File: src/rtl/data_mem_ctrl.sv
// Initiator-side controller for the single-port data memory.
// Accepts read/write/clear-all requests over a valid/ready channel, drives the
// memory pins from registers only, and returns the result on a valid/ready
// response channel. One transaction is in flight at a time.
//
// Memory pins are registered, so they lag the state by one edge. The first
// edge in READ/WRITE/CLEAR raises the strobe. The edge that sees the strobe
// already high completes the access. This gives read/write responses two
// edges after the request handshake, and clear responses SIZE+1 edges after it.
module data_mem_ctrl #(
  parameter int unsigned WORDSIZE = 64,
  parameter int unsigned ADDR_W   = 5,
  parameter int unsigned SIZE     = 32
) (
  input  logic                clk,
  input  logic                reset,
  // request channel
  input  logic                req_valid,
  output logic                req_ready,
  input  logic [1:0]          req_cmd,
  input  logic [ADDR_W-1:0]   req_addr,
  input  logic [WORDSIZE-1:0] req_wdata,
  // response channel
  output logic                resp_valid,
  input  logic                resp_ready,
  output logic [WORDSIZE-1:0] resp_rdata,
  output logic                resp_err,
  // memory pins
  output logic [ADDR_W-1:0]   mem_addr,
  output logic [WORDSIZE-1:0] mem_wdata,
  output logic                mem_we,
  output logic                mem_re,
  input  logic [WORDSIZE-1:0] mem_rdata
);

  localparam logic [1:0] CmdRead  = 2'b00;
  localparam logic [1:0] CmdWrite = 2'b01;
  localparam logic [1:0] CmdClear = 2'b10;

  localparam logic [ADDR_W-1:0] LastAddr = ADDR_W'(SIZE - 1);

  typedef enum logic [2:0] {
    StIdle,
    StRead,
    StWrite,
    StClear,
    StResp
  } state_e;

  state_e              state;
  logic [1:0]          cmd_q;
  logic [ADDR_W-1:0]   addr_q;
  logic [WORDSIZE-1:0] wdata_q;
  logic [ADDR_W-1:0]   clr_cnt;

  // Controller FSM with all outputs registered.
  always_ff @(posedge clk or posedge reset) begin
    if (reset) begin
      state      <= StIdle;
      req_ready  <= 1'b1;
      resp_valid <= 1'b0;
      resp_rdata <= '0;
      resp_err   <= 1'b0;
      mem_addr   <= '0;
      mem_wdata  <= '0;
      mem_we     <= 1'b0;
      mem_re     <= 1'b0;
      clr_cnt    <= '0;
      cmd_q      <= '0;
      addr_q     <= '0;
      wdata_q    <= '0;
    end else begin
      case (state)
        StIdle: begin
          if (req_valid && req_ready) begin
            cmd_q     <= req_cmd;
            addr_q    <= req_addr;
            wdata_q   <= req_wdata;
            req_ready <= 1'b0;
            case (req_cmd)
              CmdRead:  state <= StRead;
              CmdWrite: state <= StWrite;
              CmdClear: state <= StClear;
              // Illegal command: no memory access. RESP raises valid and err.
              default:  state <= StResp;
            endcase
          end
        end

        StRead: begin
          if (!mem_re) begin
            mem_re   <= 1'b1;
            mem_addr <= addr_q;
          end else begin
            // Memory read is combinational while mem_re is high.
            mem_re     <= 1'b0;
            mem_addr   <= '0;
            resp_rdata <= mem_rdata;
            resp_err   <= 1'b0;
            resp_valid <= 1'b1;
            state      <= StResp;
          end
        end

        StWrite: begin
          if (!mem_we) begin
            mem_we    <= 1'b1;
            mem_addr  <= addr_q;
            mem_wdata <= wdata_q;
          end else begin
            mem_we     <= 1'b0;
            mem_addr   <= '0;
            mem_wdata  <= '0;
            resp_rdata <= '0;
            resp_err   <= 1'b0;
            resp_valid <= 1'b1;
            state      <= StResp;
          end
        end

        StClear: begin
          if (!mem_we) begin
            mem_we    <= 1'b1;
            mem_addr  <= '0;
            mem_wdata <= '0;
            clr_cnt   <= '0;
          end else if (clr_cnt == LastAddr) begin
            mem_we     <= 1'b0;
            mem_addr   <= '0;
            clr_cnt    <= '0;
            resp_rdata <= '0;
            resp_err   <= 1'b0;
            resp_valid <= 1'b1;
            state      <= StResp;
          end else begin
            // clr_cnt always equals the address currently being written.
            clr_cnt  <= clr_cnt + ADDR_W'(1);
            mem_addr <= clr_cnt + ADDR_W'(1);
          end
        end

        StResp: begin
          if (!resp_valid) begin
            // Only reached from an illegal command.
            resp_valid <= 1'b1;
            resp_rdata <= '0;
            resp_err   <= (cmd_q == 2'b11);
          end else if (resp_ready) begin
            resp_valid <= 1'b0;
            resp_err   <= 1'b0;
            req_ready  <= 1'b1;
            state      <= StIdle;
          end
        end

        default: begin
          state     <= StIdle;
          req_ready <= 1'b1;
        end
      endcase
    end
  end

endmodule
File: config.mk
export PLATFORM = sky130hd
export DESIGN_NAME = data_mem_ctrl
export DESIGN_NICKNAME = d
export VERILOG_FILES = /design/src/rtl/data_mem_ctrl.sv
export SDC_FILE = /design/constraint.sdc
export NUM_CORES = 1
export LEC_CHECK = 0
export BUFFER_PORTS_ARGS = -buffer_cell sky130_fd_sc_hd__buf_2
export CAP_MARGIN = 40
export CORE_ASPECT_RATIO = 0.9
export CORE_MARGIN = 8
export CORE_UTILIZATION = 23
export CTS_BUF_LIST = sky130_fd_sc_hd__clkbuf_4
export DETAILED_ROUTE_END_ITERATION = 6
export GPL_TIMING_DRIVEN = 0
export PLACE_DENSITY = 0.42
export SLEW_MARGIN = 20
export SYNTH_ARGS = -nofsm -noshare
export SYNTH_HDL_FRONTEND = slang
export SYNTH_SLANG_ARGS = --single-unit
File: constraint.sdc
create_clock -name clk -period 18.5 [get_ports clk]
set_clock_uncertainty 0.1 [all_clocks]
set_input_delay 0 -clock clk [delete_from_list [all_inputs] [get_ports clk]]
set_output_delay 0 -clock clk [all_outputs]
set_load 0.005 [all_outputs]
==> flow_summary.yaml, run 1 <==
sta:
  hold_violations: 0
  fin_tns_setup_ps: 0
  hold_ws_ps: 117
  max-slew-margin-rel: 0.489
  setup_viol: 0
  tightest_slew_ps: 763
  fin_crit_sh: 0.141
  drv_slew: 0
  rsz0062_at_grt: "false"
  fin_crit_ps: 2600
  fmax_mhz: 384
  finalWorstSetupSlack_ps: 15900
cells_and_area:
  fin_cells: 1845
  syn2layout_area_growth_pct: 64.8
  drive_gt1_frac: 0.372
  seq_area_sq_mm: 0.00543
  fin_area_sq_mm: 0.0142
  multi_input_area_sq_mm: 0.00288
  nFillCells: 3685
  finalNetCount: 1463
route:
  drc: 0
  totalWireLength_um: 29500
  vias: 7729
  vias_per_cell: 4.19
  first_pass_iters: 4
  ant_nets: 0
  routedWlPerCell_um: 16.0
  drt-initial-drc-count: 337
critical_path:
  critPathArrivalTime_ps: 3050
  crit_slowest_cell: "clkbuf_1"
  path_cells: "ha_1, and3_1, ha_1, and4b_1, o41ai_2, clkbuf_1, o21ai_0"
  critical_path.max_fanout: 10
  cp-end-kind: "register"
  cp-start-kind: "register"
  path_buf_inv: 1
  cpPeakStageDelay_ps: 490
  criticalPathCategory: "register to register"
  cp_common_cell: "ha_1"
  path_delay_family: "adder cells"
  critical_path_required_ps: 18950
place:
  place_congestion: 0.763
  numPortBuffers: 276
  dp_hpwl_um: 19800
  pre_cts_ws_ps: 15820
  place.detailed.instances: 1457
  placed_cell_area_sq_mm: 0.0107
synth:
  synth-async-reset-ratio: 1.00
  synth_area_leaders: "dfrtp_1 63%, mux2_2 9.0%, a22o_1 6.5%"
  avgSynthCellArea_sq_um: 12.4
  yosys.area.top_type_share: 0.628
  syn-num-nets: 841
  syn_inst: 696
  synth_area_leader_cell: "dfrtp_1"
  synthFlopType: "dfrtp_1"
  synth_edf_count: 0
  ys_ff_latch: 217
  ys_seq_area_frac: 0.631
  synth.distinct_cells: 48
  yosys_warnings: 0
  synth_area_sq_mm: 0.00861
global_routing:
  grt_first_pass_wirelength_um: 46700
  antenna_found_initial: 4
  track_usage: 0.134
  grt_pass1_vias: 8449
  grt_max_degree: 89
  grt_remaining_overflow: 0
power_and_ir_drop:
  powerDensity_mw_per_mm2: 138
  power.leakage_uw: 0.00703
  peakVddDrop_mv: 0.0606
cts:
  cts_buffers: 66
  cts_root_buf: "clkbuf_4"
  cts_sinks: 217
  cts.htree.levels: 3
  clkLatencyLatePin_ps: 730
  postCtsSetupBuffers: 0
  cts_tree: "built"
  clockBufferDepth: 3
  path_clk_slew_ps: 60
floorplanning:
  die-width_um: 220
  start_util: 0.232
  io_pins: 277
  fp-row-count: 67
  fp.coreArea_sq_mm: 0.0371
  die_area_sq_mm: 0.0439
  die_h_um: 200
flow_run:
  drv_cap: 0
run_status:
  outcome: "complete, no violations"
min_path:
  hp-class: "primary input to register"
-- registers in the layout, summed over array words and instances, names as in the netlist --
| signal | count |
|---|---|
| addr_q | 5 |
| clr_cnt | 5 |
| cmd_q | 2 |
| mem_addr | 5 |
| mem_re | 1 |
| mem_wdata | 64 |
| mem_we | 1 |
| req_ready | 1 |
| resp_err | 1 |
| resp_rdata | 64 |
| resp_valid | 1 |
| state | 3 |
| wdata_q | 64 |
-- cells in the mapped netlist (2+ instances only) --
library cell and count:
a21o_1 3, a21oi_1 8, a22o_1 64, a2bb2oi_1 2
buf_2 10, buf_4 8, buf_6 2, clkbuf_1 23
clkbuf_2 3, dfrtp_1 216, ha_1 6, inv_1 9
mux2_2 69, nand2_1 138, nand2_2 10, nand2b_1 4
nand3_1 3, nand4b_1 2, nor2_1 7, nor2b_1 2
nor3b_1 3, nor4bb_1 2, o21ai_0 53, o21ai_2 20
o21bai_1 2, o31ai_1 4, xnor2_1 2
-- placed cells by master, fill, tap and decap left out, types with 3 or more instances in the layout --
cell type / n
buf_2: 286
mux2_2: 69
ha_1: 6
a21o_1: 3
clkinv_1: 12
clkinv_2: 3
dlygate4sd3_1: 276
dfrtp_1: 216
clkbuf_4: 85
nor2_1: 7
clkbuf_1: 23
o31ai_1: 4
nand2_1: 138
inv_1: 8
o21ai_2: 20
nor3b_1: 3
a22o_1: 64
nand3_1: 3
clkbuf_2: 3
o21ai_0: 53
nand2b_1: 4
diode_2: 6
nand2_2: 10
a21oi_1: 8
buf_4: 8
-- tightest hold or removal path: cells and delay by family --
kind	cells	cell delay [ps]
compound gates	1	50
buf+inv	3	730
simple gates	1	90
-- logic make-up after synthesis --
| group | Yosys count | share of synthesized area |
|---|---|---|
| buffers and inverters | 57 | 0.0352 |
| AND/OR/NAND/NOR | 182 | 0.0950 |
| adder cells (fa/ha/maj) | 6 | 0.00872 |
| XOR/XNOR | 3 | 0.00305 |
| multiplexers | 69 | 0.0902 |
| AO/OA/AOI/OAI | 162 | 0.137 |
| flip-flops | 217 | 0.631 |
-- metal layers --
layer | routed length (um) | vias up | track usage
met5 | 13 | - | 0
met4 | 464 | 2 | 0.0400
met3 | 3120 | 47 | 0.0613
met2 | 12800 | 267 | 0.203
met1 | 13100 | 3704 | 0.169
li1 | - | 3709 | -
-- area by class of cell --
type | instances | area share
multi-input cells | 422 | 0.203
diodes | 6 | 0.00106
inverters | 9 | 0.00291
flip-flops and latches | 217 | 0.383
well taps | 483 | 0.0426
clock buffers | 85 | 0.0450
repair buffers | 554 | 0.296
clock inverters | 21 | 0.00776
plain buffers | 48 | 0.0190
-- power by group --
part           internal, uW  total [uW]  switching [uW]
Combinational           361         723             362
Clock                   216         434             218
Sequential              688         805             118
Total                  1260        1960             698
-- stage by stage --
step	total power [uW]	utilization
2_1_floorplan	1200	-
3_3_place_gp	1490	0.286
3_5_place_dp	1500	0.288
4_1_cts	2010	0.383
5_1_grt	2130	0.383
6_report	1960	0.383
-- timing repair --
action,4_1_cts,5_1_grt
hold buffers,276,0
hold endpoints to repair,357,0
resized for setup,0,0
-- final timing paths --
| check | cells after the start | end | slack (ps) | startpoint |
|---|---|---|---|---|
| setup / recovery | 7 | resp_rdata[14] | 15900 | clr_cnt[0] |
| hold / removal | 5 | resp_valid | 120 | resp_ready |
| setup reg to reg | 7 | resp_rdata[14] | 15900 | clr_cnt[0] |
| hold reg to reg | 2 | resp_rdata[1] | 370 | resp_rdata[1] |
| max in group asynchronous | 5 | wdata_q[25] | 17010 | reset |
| min in group asynchronous | 4 | resp_rdata[19] | 440 | reset |
Power figures use the tool's default switching activity.
==> inputs of run 2 (changes only) <==
Settings changed: PLACE_DENSITY 0.42 to 0.44.
Clock period 18.5 ns to 2.2 ns, I/O delays scaled along.
==> run 2 against run 1 <==
  * The run now ends with setup timing left
  * Cell area is 8.1% higher
  * First-iteration DRC count is 5.9% higher
  * Sequential share of layout area is 2.9 points lower
  * Critical endpoint is now resp_rdata[34]
  * Largest power group is now combinational cells
  * Highest routed layer unchanged
==> flow_summary.yaml, run 2 (same netlist as run 1, synthesis figures left out) <==
cts:
  clkLatencyLatePin_ps: 690
  cts_buffers: 66
  cts.htree.levels: 3
  path_clk_slew_ps: 60
  cts_sinks: 217
  cts_root_buf: "clkbuf_4"
  cts_tree: "built"
  clockBufferDepth: 3
route:
  vias: 7931
  totalWireLength_um: 30400
  ant_nets: 0
  drc: 0
  routedWlPerCell_um: 16.2
  drt-initial-drc-count: 357
  vias_per_cell: 4.23
  first_pass_iters: 6
critical_path:
  critical_path.max_fanout: 5
  criticalPathCategory: "register to register"
  crit_slowest_cell: "dfrtp_1"
  cpPeakStageDelay_ps: 380
  critical_path_required_ps: 2720
  cp-start-kind: "register"
  critPathArrivalTime_ps: 2820
  path_cells: "ha_2, and3_4, ha_4, and4b_2, o41ai_4, buf_4, buf_8, buf_8, buf_12, buf_12, nand2_2, o21ai_2"
  cp-end-kind: "register"
floorplanning:
  die_area_sq_mm: 0.0439
  fp.coreArea_sq_mm: 0.0371
  start_util: 0.232
  fp-row-count: 67
  die-width_um: 220
  io_pins: 277
  die_h_um: 200
min_path:
  hp-class: "primary input to register"
sta:
  fin_crit_ps: 2300
  max-slew-margin-rel: 0.602
  finalWorstSetupSlack_ps: -100
  hold_violations: 0
  rsz0062_at_grt: "true"
  drv_slew: 0
  fin_crit_sh: 1.05
  fmax_mhz: 435
  setup_viol: 62
  tightest_slew_ps: 589
cells_and_area:
  nFillCells: 3504
  seq_area_sq_mm: 0.00543
  final_cell_mix: "282 x buf_2, 275 x dlygate4sd3_1, 215 x dfrtp_1, 108 x nand2_1, 99 x clkbuf_4"
  final_common_cell: "buf_2"
  finalNetCount: 1493
  syn2layout_area_growth_pct: 78.2
  drive_gt1_frac: 0.443
  post-route-util: 0.414
  fin_area_sq_mm: 0.0153
  reg_top3: "mem_wdata (64), resp_rdata (64), wdata_q (64)"
  multi_input_area_sq_mm: 0.00319
run_status:
  outcome: "finished with violations"
  violations: "setup timing"
flow_run:
  drv_cap: 0
power_and_ir_drop:
  peakVddDrop_mv: 0.493
  powerDensity_mw_per_mm2: 1240
  power.leakage_uw: 0.00759
place:
  placed_cell_area_sq_mm: 0.0108
  numPortBuffers: 276
  place_congestion: 0.786
  dp_hpwl_um: 19900
global_routing:
  grt_remaining_overflow: 0
  grt_first_pass_wirelength_um: 46700
  grt_max_degree: 32
  track_usage: 0.134
  grt_pass1_vias: 8531
  antenna_found_initial: 3
## run 2: changes by cell type in the layout (fill, tap and decap cells not counted), sizes merged
cell	previous run	this run
clkbuf	111	130
clkinvlp	2	1
bufbuf	0	1
bufinv	0	4
dlygate4sd3	276	275
buf	300	324
inv	11	8
clkinv	17	8
diode	6	4
## run 2: repair_timing
item                                    CTS  global route
endpoints found under the setup margin  172           158
endpoints found under the hold margin   327             0
setup buffers                            12             1
gates resized for setup                 103            68
gates cloned                              8             5
hold buffers                            275             0
pin swaps                                20            16
## run 2: worst max-delay path, delay by kind of cell (launching register included)
| family | cells | cell delay (ps) |
|---|---|---|
| AO/OA/AOI/OAI | 2 | 240 |
| buffers and inverters | 5 | 650 |
| adder cells (fa/ha/maj) | 2 | 340 |
| flip-flops | 1 | 380 |
| AND/OR/NAND/NOR | 3 | 500 |
## run 2: metal layers
metal | up-vias | GRT usage | routed length [um]
li1 | 3781 | - | -
met1 | 3808 | 0.165 | 13300
met2 | 276 | 0.207 | 13600
met3 | 62 | 0.0599 | 2870
met4 | 4 | 0.0488 | 678
met5 | - | 0 | 25
## run 2: final timing paths
kind | from | endpoint | slack [ps] | cells past startpoint
worst min-delay path | req_cmd[0] | cmd_q[0] | 130 | 4
min in group asynchronous | reset | resp_rdata[8] | 390 | 4
worst max-delay path | clr_cnt[0] | resp_rdata[34] | -100 | 12
max in group asynchronous | reset | req_ready | 330 | 8
worst min register to register | resp_rdata[39] | resp_rdata[39] | 370 | 2
worst max register to register | clr_cnt[0] | resp_rdata[34] | -100 | 12
## run 2: power by group
group	switching (uW)	internal, uW
sequential	1090	5790
clock	1830	2490
combinational	3590	4300
total	6510	12600
## run 2: per-stage QoR
step	power, uW	setup slack [ps]	setup TNS (ps)	hold slack, ps	instances
floorplan	10100	-725	-156670	36.0	696
global placement	12500	-2460	-567820	132	1455
detailed placement	12600	-537	-36720	-19.8	1464
CTS	18800	-190	-9640	17.7	1868
global route	20500	-219	-10750	37.0	1876
finish	19100	-100	-3270	133	1877
## run 2: layout make-up
cell class / instances / share of cell area
Antenna cell: 4 / 0.000652
Buffer: 46 / 0.0264
Clock buffer: 98 / 0.0479
Clock inverter: 12 / 0.0105
Inverter: 9 / 0.00245
Multi-Input combinational cell: 422 / 0.208
Sequential cell: 217 / 0.354
Tap cell: 483 / 0.0394
Timing Repair Buffer: 586 / 0.311
==> inputs of run 3 (changes only) <==
Settings changed: GPL_TIMING_DRIVEN 0 to not set.
==> run 3 against run 2 <==
  * The flow still finishes with violations (setup timing)
  * Count of clock-buffer cells in the layout decreased by 7
  * Cell count is 2.0% lower
  * Wire length is 7.5% lower
  * Clock power is 16% lower
  * First-iteration DRC count up 7.6%
  * Combinational power is 16% lower
  * Critical path depth is 2 lower
  * Sequential share of layout area grew 1.9 points
  * Maximum frequency up 2.9%
  * Via count is 3.4% lower
  * Sequential power is 0.7% lower
  * Largest power group is now registers
==> flow_summary.yaml, run 3 (same netlist as run 1, synthesis figures left out) <==
run_status:
  outcome: "finished with violations"
  violations: "setup timing"
sta:
  tightest_slew_ps: 623
  hold_ws_ps: 123
  max-slew-margin-rel: 0.579
  fmax_mhz: 447
  setup_viol: 14
  hold_violations: 0
  fin_crit_sh: 1.02
  drv_slew: 0
  fin_crit_ps: 2240
  finalWorstSetupSlack_ps: -35.4
  rsz0062_at_grt: "true"
critical_path:
  r2r-start: "clr_cnt[0]"
  reg2reg_depth: 10
  crit_start: "clr_cnt[0]"
  cp-start-kind: "register"
  path_cells: "ha_2, and3_4, ha_4, and4b_2, o41ai_4, buf_12, buf_12, buf_16, nand2_2, o21ai_1"
  criticalPathCategory: "register to register"
  cp_common_cell: "buf_12"
  cp-end-kind: "register"
  r2r-end: "resp_rdata[57]"
  critPathArrivalTime_ps: 2760
  crit_slowest_cell: "dfrtp_1"
  critical_path.max_fanout: 8
  critPathCapture: "resp_rdata[57]"
  cpPeakStageDelay_ps: 390
  r2r_slack_ps: -40
  critical_path_required_ps: 2720
global_routing:
  grt_use_met3: 0.0513
  gr-max-usage-layer: "met2"
  antenna_found_initial: 0
  grt_first_pass_wirelength_um: 44300
  grt_remaining_overflow: 0
  grt_max_degree: 90
  grt.met2_usage: 0.198
  grt_use_met1: 0.152
  grt_pass1_vias: 8387
  track_usage: 0.125
cts:
  clockBufferDepth: 3
  cts_root_buf: "clkbuf_4"
  cts.htree.levels: 2
  clkLatencyLatePin_ps: 750
  cts_sinks: 217
  cts_tree: "built"
  path_clk_slew_ps: 60
  cts_buffers: 61
place:
  place_congestion: 0.768
  dp_hpwl_um: 17500
  numPortBuffers: 276
route:
  totalWireLength_um: 28100
  vias_per_cell: 4.17
  routedWlPerCell_um: 15.3
  first_pass_iters: 7
  vias: 7665
  drc: 0
  drt-initial-drc-count: 384
  ant_nets: 0
min_path:
  hp-class: "primary input to register"
  hold_path_startpoint: "req_valid"
power_and_ir_drop:
  peakVddDrop_mv: 0.597
  powerDensity_mw_per_mm2: 1170
  power.leakage_uw: 0.00722
floorplanning:
  die-width_um: 220
  fp.coreArea_sq_mm: 0.0371
  die_area_sq_mm: 0.0439
  fp-row-count: 67
  io_pins: 277
  start_util: 0.232
  die_h_um: 200
cells_and_area:
  finalNetCount: 1454
  reg_top3: "mem_wdata (64), resp_rdata (64), wdata_q (64)"
  syn2layout_area_growth_pct: 69.1
  antenna_cells: 0
  post-route-util: 0.393
  final_common_cell: "dlygate4sd3_1"
  drive_gt1_frac: 0.399
  final_cell_mix: "278 x dlygate4sd3_1, 276 x buf_2, 216 x dfrtp_1, 130 x nand2_1, 91 x clkbuf_4"
flow_run:
  drv_cap: 0
-- run 3: per-layer routing --
metal / routed length, um / up-vias
met1: 12100 / 3661
li1: - / 3703
met4: 537 / 0
met2: 12600 / 262
met5: 0 / -
met3: 2940 / 39
-- run 3: critical path: cells and delay by family, from the launching register on --
| kind | cells | cell delay, ps |
|---|---|---|
| buf+inv | 3 | 440 |
| simple gates | 3 | 490 |
| fa+ha+maj | 2 | 340 |
| compound gates | 2 | 340 |
| flops | 1 | 390 |
-- run 3: cell type report --
type	instances	area [sq um]
Clock buffer	91	683
Clock inverter	19	76.3
Fill cell	3636	22500
Inverter	9	37.5
Multi-Input combinational cell	422	2970
Sequential cell	217	5430
Tap cell	483	604
Timing Repair Buffer	598	4760
-- run 3: what timing repair did --
action | 4_1_cts | 5_1_grt
buffers inserted | 3 | 2
hold buffers | 278 | 0
endpoints found under the setup margin | 52 | 64
pin swaps | 0 | 9
hold endpoints to repair | 358 | 0
gates resized for setup | 24 | 38
gates cloned | 2 | 3
-- run 3: worst min path at each step --
| stage | to | depth (start not counted) |
|---|---|---|
| floorplan | resp_rdata[0] | 2 |
| global placement | mem_wdata[54] | 3 |
| detailed placement | mem_wdata[57] | 3 |
| CTS | state[2] | 6 |
| global route | state[2] | 6 |
| finish | state[2] | 6 |
-- run 3: power by group --
| group | total [uW] | switching (uW) | internal [uW] |
|---|---|---|---|
| Combinational | 6610 | 3050 | 3550 |
| Sequential | 6820 | 1040 | 5780 |
| Clock | 3630 | 1750 | 1880 |
-- run 3: stage by stage --
step                worst slack, ps  setup TNS (ps)  instance area (sq um)  power [uW]  cells
floorplan                      -725         -156670                   8620       10100    696
global placement               3.92               0                  10800       12500   1441
detailed placement            -38.1            -804                  10800       12600   1441
CTS                           -54.6           -1130                  14400       17100   1834
global route                   -138           -6020                  14600       18500   1839
finish                        -35.4            -123                  14600       17100   1839
